===== src/rtl/multicycle_control.sv =====
// Main control FSM for the multicycle MIPS datapath: fetch/decode/execute/memory/writeback
// sequencing for lw, sw, R-type, beq, addi and j, with a ready/timeout memory handshake.
module multicycle_control #(
    parameter int MEM_TIMEOUT = 15
) (
    input  logic       clk,
    input  logic       rst,
    input  logic [5:0] opcode,
    input  logic       zero,
    input  logic       mem_ready,
    output logic       PCWrite,
    output logic       PCWriteCond,
    output logic       IorD,
    output logic       MemRead,
    output logic       MemWrite,
    output logic       IRWrite,
    output logic       MemtoReg,
    output logic       RegDst,
    output logic       RegWrite,
    output logic       ALUSrcA,
    output logic [1:0] ALUSrcB,
    output logic [1:0] OpALU,
    output logic [1:0] PCSrc,
    output logic       illegal_op,
    output logic       mem_err
);

    localparam logic [5:0] OP_RTYPE = 6'b000000;
    localparam logic [5:0] OP_LW    = 6'b100011;
    localparam logic [5:0] OP_SW    = 6'b101011;
    localparam logic [5:0] OP_BEQ   = 6'b000100;
    localparam logic [5:0] OP_ADDI  = 6'b001000;
    localparam logic [5:0] OP_J     = 6'b000010;

    // Abort fires on the cycle the wait count would reach MEM_TIMEOUT.
    localparam logic [7:0] TIMEOUT_LAST = 8'(MEM_TIMEOUT - 1);

    typedef enum logic [3:0] {
        FETCH, DECODE, MEMADR, MEMRD, MEMWB, MEMWR,
        EXEC, ALUWB, BRANCH, ADDIEX, ADDIWB, JUMP
    } state_t;

    state_t     state_reg, state_next;
    logic [7:0] cnt_reg;
    logic       illegal_op_reg, mem_err_reg;
    logic       mem_state, abort, illegal_next;

    // zero only qualifies PCWriteCond in the datapath; it never alters sequencing.
    logic unused_zero;
    assign unused_zero = zero;

    assign mem_state = (state_reg == FETCH) || (state_reg == MEMRD) || (state_reg == MEMWR);
    assign abort     = mem_state && !mem_ready && (cnt_reg == TIMEOUT_LAST);

    always_ff @(posedge clk) begin
        if (rst) begin
            state_reg      <= FETCH;
            cnt_reg        <= 8'd0;
            illegal_op_reg <= 1'b0;
            mem_err_reg    <= 1'b0;
        end else begin
            state_reg      <= state_next;
            illegal_op_reg <= illegal_next;
            mem_err_reg    <= abort;
            if (state_next != state_reg || abort)
                cnt_reg <= 8'd0;
            else if (!mem_ready)
                cnt_reg <= cnt_reg + 8'd1;
        end
    end

    always_comb begin
        state_next   = state_reg;
        illegal_next = 1'b0;
        case (state_reg)
            FETCH: begin
                if (abort)          state_next = FETCH;
                else if (mem_ready) state_next = DECODE;
            end
            DECODE: begin
                case (opcode)
                    OP_LW, OP_SW: state_next = MEMADR;
                    OP_RTYPE:     state_next = EXEC;
                    OP_BEQ:       state_next = BRANCH;
                    OP_ADDI:      state_next = ADDIEX;
                    OP_J:         state_next = JUMP;
                    default: begin
                        state_next   = FETCH;
                        illegal_next = 1'b1;
                    end
                endcase
            end
            MEMADR:  state_next = (opcode == OP_LW) ? MEMRD : MEMWR;
            MEMRD: begin
                if (abort)          state_next = FETCH;
                else if (mem_ready) state_next = MEMWB;
            end
            MEMWR: begin
                if (abort || mem_ready) state_next = FETCH;
            end
            EXEC:    state_next = ALUWB;
            ADDIEX:  state_next = ADDIWB;
            MEMWB, ALUWB, BRANCH, ADDIWB, JUMP: state_next = FETCH;
            default: state_next = FETCH;
        endcase
    end

    always_comb begin
        PCWrite     = 1'b0;
        PCWriteCond = 1'b0;
        IorD        = 1'b0;
        MemRead     = 1'b0;
        MemWrite    = 1'b0;
        IRWrite     = 1'b0;
        MemtoReg    = 1'b0;
        RegDst      = 1'b0;
        RegWrite    = 1'b0;
        ALUSrcA     = 1'b0;
        ALUSrcB     = 2'b00;
        OpALU       = 2'b00;
        PCSrc       = 2'b00;
        illegal_op  = 1'b0;
        mem_err     = 1'b0;
        if (!rst) begin
            illegal_op = illegal_op_reg;
            mem_err    = mem_err_reg;
            case (state_reg)
                FETCH: begin
                    MemRead = 1'b1;
                    ALUSrcB = 2'b01;
                    IRWrite = mem_ready;
                    PCWrite = mem_ready;
                end
                DECODE:  ALUSrcB = 2'b11;
                MEMADR, ADDIEX: begin
                    ALUSrcA = 1'b1;
                    ALUSrcB = 2'b10;
                end
                MEMRD: begin
                    MemRead = 1'b1;
                    IorD    = 1'b1;
                end
                MEMWB: begin
                    RegWrite = 1'b1;
                    MemtoReg = 1'b1;
                end
                MEMWR: begin
                    MemWrite = 1'b1;
                    IorD     = 1'b1;
                end
                EXEC: begin
                    ALUSrcA = 1'b1;
                    OpALU   = 2'b10;
                end
                ALUWB: begin
                    RegWrite = 1'b1;
                    RegDst   = 1'b1;
                end
                BRANCH: begin
                    ALUSrcA     = 1'b1;
                    OpALU       = 2'b01;
                    PCWriteCond = 1'b1;
                    PCSrc       = 2'b01;
                end
                ADDIWB:  RegWrite = 1'b1;
                JUMP: begin
                    PCWrite = 1'b1;
                    PCSrc   = 2'b10;
                end
                default: ;
            endcase
        end
    end

endmodule


===== config.mk =====
export PLATFORM = sky130hd
export DESIGN_NAME = multicycle_control
export DESIGN_NICKNAME = d
export VERILOG_FILES = /design/src/rtl/multicycle_control.sv
export SDC_FILE = /design/constraint.sdc
export NUM_CORES = 1
export LEC_CHECK = 0
export ABC_AREA = 1
export CAP_MARGIN = 10
export CORE_MARGIN = 5
export CORE_UTILIZATION = 45
export DETAILED_ROUTE_END_ITERATION = 7
export PLACE_DENSITY_LB_ADDON = 0.08
export SYNTH_ARGS = -nofsm -noshare
export SYNTH_HDL_FRONTEND = slang
export SYNTH_SLANG_ARGS = --single-unit

===== constraint.sdc =====
create_clock -name clk -period 1.3 [get_ports clk]
set_input_delay 0.195 -clock clk [delete_from_list [all_inputs] [get_ports clk]]
set_output_delay 0.195 -clock clk [all_outputs]
set_load 0.05 [all_outputs]

==> reports/qor.csv, run 1 <==
stage;metric;value;unit
status;status;did not finish;
status;haltStage;clock tree synthesis (4_1_cts);
status;error;[ERROR DPL-0038] Utilization greater than 100%, impossible to legalize;
place;numPortBuffers;26;
logic_synthesis;synth_area_per_cell;6.65;um2
clock_tree;htreeDepth;1;
clock_tree;clockRootBuffer;clkbuf_4;
clock_tree;clockBufferDepth;2;
logic_synthesis;synth-seq-cells;14;
logic_synthesis;ys_seq_area_frac;0.230;
die;die_w;62.0;um
clock_tree;post_cts_buffers;13;
logic_synthesis;yosys_warnings;0;
die;dieHeight;62.0;um
logic_synthesis;synth_area;1220;um2
place;globalplace.congestion;0.897;
logic_synthesis;ys_types;30;
place;hpwl;3.88;mm
clock_tree;cts_resized;58;
clock_tree;ctsHoldBuffers;0;
logic_synthesis;synth_nets;195;
logic_synthesis;syn_inst;183;
die;initial_core_util;0.482;
clock_tree;cts_sinks;14;
die;io_pins;28;
place;placedInstanceArea;2270;um2
clock_tree;numCtsBuffers;3;
die;rows;18;
==> synthesized netlist by cell type <==
cell type  number  area (um2)
nor4_1          1        6.26
ha_1            2        25.0
nor3_2          8        80.1
o21ai_0         3        15.0
a21oi_1        10        50.1
nand3b_1        1        7.51
nand4_1         1        6.26
nand2_1        31         116
nor3_1          6        30.0
inv_2           3        11.3
nor2_1         33         124
inv_4           1        6.26
nand3_4         2        35.0
o21ai_1         1        5.00
nand3_1        17        85.1
o22ai_1         1        6.26
nand2_2         7        43.8
xnor2_1         1        8.76
dfxtp_1        14         280
nand2_4         1        11.3
nand3b_2        1        11.3
a221oi_1        1        8.76
xor2_1          6        52.6
inv_1          16        60.1
buf_6           3        33.8
nor2_4          2        22.5
nand3_2         4        40.0
nor2_2          3        18.8
clkbuf_1        2        7.51
buf_4           1        7.51
==> metrics by stage <==
stage | TNS (ps) | setup slack [ps] | instances | utilization | hold slack [ps]
after detailed placement | -11980 | -727 | 288 | 0.901 | 623
after global placement | -9440 | -519 | 288 | 0.901 | 595
after floorplan | -3140 | -451 | 183 | - | 439
==> logic make-up after synthesis <==
| kind of cell | count (synthesis) | synth area share |
|---|---|---|
| xor gates and xnor gates | 7 | 0.0504 |
| AOI/OAI and AO/OA | 16 | 0.0700 |
| and+or+nand+nor | 118 | 0.525 |
| adders and majority gates | 2 | 0.0206 |
| DFF | 14 | 0.230 |
| buffers and inverters | 26 | 0.104 |
==> run 2, diff against run 1 <==
--- a/config.mk
+++ b/config.mk
@@ -7,10 +7,10 @@
 export LEC_CHECK = 0
 export ABC_AREA = 1
 export CAP_MARGIN = 10
-export CORE_MARGIN = 5
-export CORE_UTILIZATION = 45
+export CORE_AREA = 5 5 66 68
 export DETAILED_ROUTE_END_ITERATION = 7
-export PLACE_DENSITY_LB_ADDON = 0.08
+export DIE_AREA = 0 0 71 73
+export PLACE_DENSITY_LB_ADDON = 0.15
 export SYNTH_ARGS = -nofsm -noshare
 export SYNTH_HDL_FRONTEND = slang
 export SYNTH_SLANG_ARGS = --single-unit
==> constraint.sdc (replaced) <==
create_clock -name clk -period 1.7 [get_ports clk]
set_input_delay 0.255 -clock clk [delete_from_list [all_inputs] [get_ports clk]]
set_output_delay 0.255 -clock clk [all_outputs]
set_load 0.05 [all_outputs]
==> reports/qor.csv, run 2 <==
stage;metric;value;unit;change
critical_path;cpMaxStageDelayCell;dfxtp_4;;
critical_path;reg2reg_from;state_reg[3];;
cells_and_area;largest_register_ffs;8;;
critical_path;path_max_fanout;7;;
clock_tree;path_clk_slew;60;ps;
place;numPortBuffers;26;;unchanged
critical_path;cp_cell_sequence;inv_2 -> nor2_4 -> nand2_1 -> buf_4 -> a21oi_2 -> buf_12;;
logic_synthesis;yosys.area_share.simple;0.525;;unchanged
global_routing;grt_max_degree;17;;
detailed_routing;vias;1378;;
power_and_ir_drop;power_density;425;nW/um2;
logic_synthesis;async_flop_share;0;;unchanged
logic_synthesis;synth_compound_area_frac;0.0700;;unchanged
sta;slew_violations;0;;
global_routing;global_route.usage.total;0.145;;
logic_synthesis;synth_xor_area_frac;0.0504;;unchanged
logic_synthesis;synth_nets;195;;unchanged
sta;finalWorstSetupSlack;14.3;ps;
worst_hold_path;hold_class;in -> reg;;
cells_and_area;utilization;0.583;;
critical_path;cp_slowest_stage_delay;390;ps;
sta;setup_viol;0;;
die;initial_core_util;0.320;;-0.162
logic_synthesis;ys_top_cells_by_count;nor2_1 (33), nand2_1 (31), nand3_1 (17), inv_1 (16), dfxtp_1 (14);;
logic_synthesis;ys_types;30;;unchanged
sta;post-route-min-period;1690;ps;
global_routing;grt_pass1_wl;6.19;mm;
place;hpwl;2.76;mm;-29%
detailed_routing;vias_per_cell;4.67;;
global_routing;antenna_found_initial;0;;
logic_synthesis;ys_seq_area_frac;0.230;;unchanged
logic_synthesis;synth_most_common_cell;nor2_1;;
sta;fin_crit_sh;0.992;;
status;status;finished clean;;
cells_and_area;nets;258;;
clock_tree;htreeDepth;1;;unchanged
global_routing;grt_pass1_vias;1412;;
power_and_ir_drop;finalPower;0.942;mW;
global_routing;grt-ovfl-total;0;;
detailed_routing;remaining_drc_errors;0;;
detailed_routing;drt_iter0_markers;52;;
critical_path;startpoint;state_reg[0];;
logic_synthesis;yosys_warnings;0;;unchanged
place;dp_slack;-321;ps;+406 ps
logic_synthesis;synth_ff_type;dfxtp_1;;
sta;rsz0062_at_grt;yes;;
critical_path;crit_required;1440;ps;
power_and_ir_drop;vdd_drop_max;0.000341;V;
clock_tree;cts_tree;built;;
critical_path;worstReg2RegEnd;cnt_reg[0];;
logic_synthesis;synth-seq-cells;14;;unchanged
cells_and_area;final_cell_mix;buf_4 (36), nand2_1 (27), nor2_1 (22);;
critical_path;reg2reg_slack;110;ps;
logic_synthesis;synth_top_area_share;0.230;;unchanged
logic_synthesis;synth_mux_area_frac;0;;unchanged
sta;maxSlewHeadroom;0.819;;
critical_path;crit_path_end;ALUSrcB[1];;
cells_and_area;fillers;353;;
cells_and_area;area_growth;82.1;%;
sta;report.final.hold_viol_count;0;;
die;rows;23;;+5
sta;fmax;593;MHz;
die;die_w;71;um;+15%
job;maxCapViolations;0;;
detailed_routing;ant_nets;0;;
logic_synthesis;synth_edf_count;0;;unchanged
place;globalplace.congestion;0.875;;-2.4%
sta;tns;0;ps;
die;dieHeight;73;um;+18%
clock_tree;clockBufferDepth;2;;unchanged
cells_and_area;antenna_cells;0;;
sta;skew;4.04;ps;
power_and_ir_drop;p_leak;0.986;nW;
sta;holdWs;568;ps;
logic_synthesis;synth_top_family_by_area;simple AND/OR/NAND/NOR gates;;
die;die-area;5180;um2;
logic_synthesis;yosysTopAreaCell;dfxtp_1;;
clock_tree;cts_sinks;14;;unchanged
critical_path;critPathCaptureType;output port;;
die;io_pins;28;;unchanged
detailed_routing;first_pass_iters;4;;
logic_synthesis;syn_inst;183;;unchanged
sta;worstMarginPinSlew;271;ps;
clock_tree;numCtsBuffers;3;;unchanged
die;core-area;3800;um2;
clock_tree;clock_latency;250;ps;
logic_synthesis;synthTopCellsByArea;dfxtp_1 (23%), nor2_1 (10%), nand2_1 (9.6%);;
detailed_routing;wl_per_cell;12.0;um;
logic_synthesis;synth_area;1220;um2;unchanged
cells_and_area;drive_gt1_frac;0.510;;
critical_path;crit_type;reg -> out;;
critical_path;ff2ff_path_depth;10;;
detailed_routing;routed_wl;3.53;mm;
clock_tree;clockRootBuffer;clkbuf_8;;
critical_path;worstPathArrival;1430;ps;
cells_and_area;final_common_cell;buf_4;;
logic_synthesis;synthAdderAreaFrac;0.0206;;unchanged
logic_synthesis;synth_area_per_cell;6.65;um2;unchanged
critical_path;crit_path_start_kind;flip-flop;;
[run 2: what timing repair did]
item,CTS,global route
hold buffers,0,0
gates resized for setup,23,27
pin swaps,1,8
setup endpoints to repair,22,17
buffers inserted,1,1
[run 2: final cells by class]
cell class | instances | area, um2 | share of cell area
Tap cell | 50 | 62.6 | 0.0282
Sequential cell | 14 | 297 | 0.134
Clock buffer | 4 | 55.1 | 0.0249
Timing Repair Buffer | 64 | 746 | 0.337
Multi-Input combinational cell | 143 | 975 | 0.440
Inverter | 20 | 80.1 | 0.0362
[run 2: where the power goes]
part | total [mW] | switching, mW | internal (mW)
clock network | 0.331 | 0.126 | 0.205
logic | 0.271 | 0.154 | 0.117
registers | 0.340 | 0.00893 | 0.331
[run 2: stage by stage]
step,cells,cell area (um2)
global placement,289,1980
CTS,294,2110
global route,295,2210
finish,295,2210
floorplan,183,1260
detailed placement,289,1980
[run 2: critical path: cells and delay by family, from the launching register on]
kind	cells	cell delay, ps
compound gates	1	170
simple gates	2	240
buf+inv	3	390
flops	1	390
[run 2: layer usage]
metal	vias up	GRT usage	routed length, um
met5	-	0	0
met4	0	0.0564	40
met3	4	0.0234	175
met2	37	0.256	1760
met1	616	0.177	1560
li1	721	-	-
[run 2: how the worst min path moves through the flow]
stage | from | endpoint | slack, ps | cells after the start
floorplan | mem_ready | cnt_reg[0] | 500 | 2
global placement | cnt_reg[7] | cnt_reg[7] | 590 | 2
detailed placement | cnt_reg[6] | cnt_reg[6] | 610 | 2
CTS | rst | state_reg[0] | 590 | 3
global route | mem_ready | cnt_reg[0] | 600 | 4
finish | opcode[0] | state_reg[3] | 570 | 6
[run 2: cells by family (layout without fill, tap and decap cells)]
group,Yosys count,count (layout)
buffers and inverters,26,88
and+or+nand+nor,118,118
adders and majority gates,2,2
DFF,14,14
AOI/OAI and AO/OA,16,16
xor gates and xnor gates,7,7
Note: power is estimated with default switching activity, not from simulation.
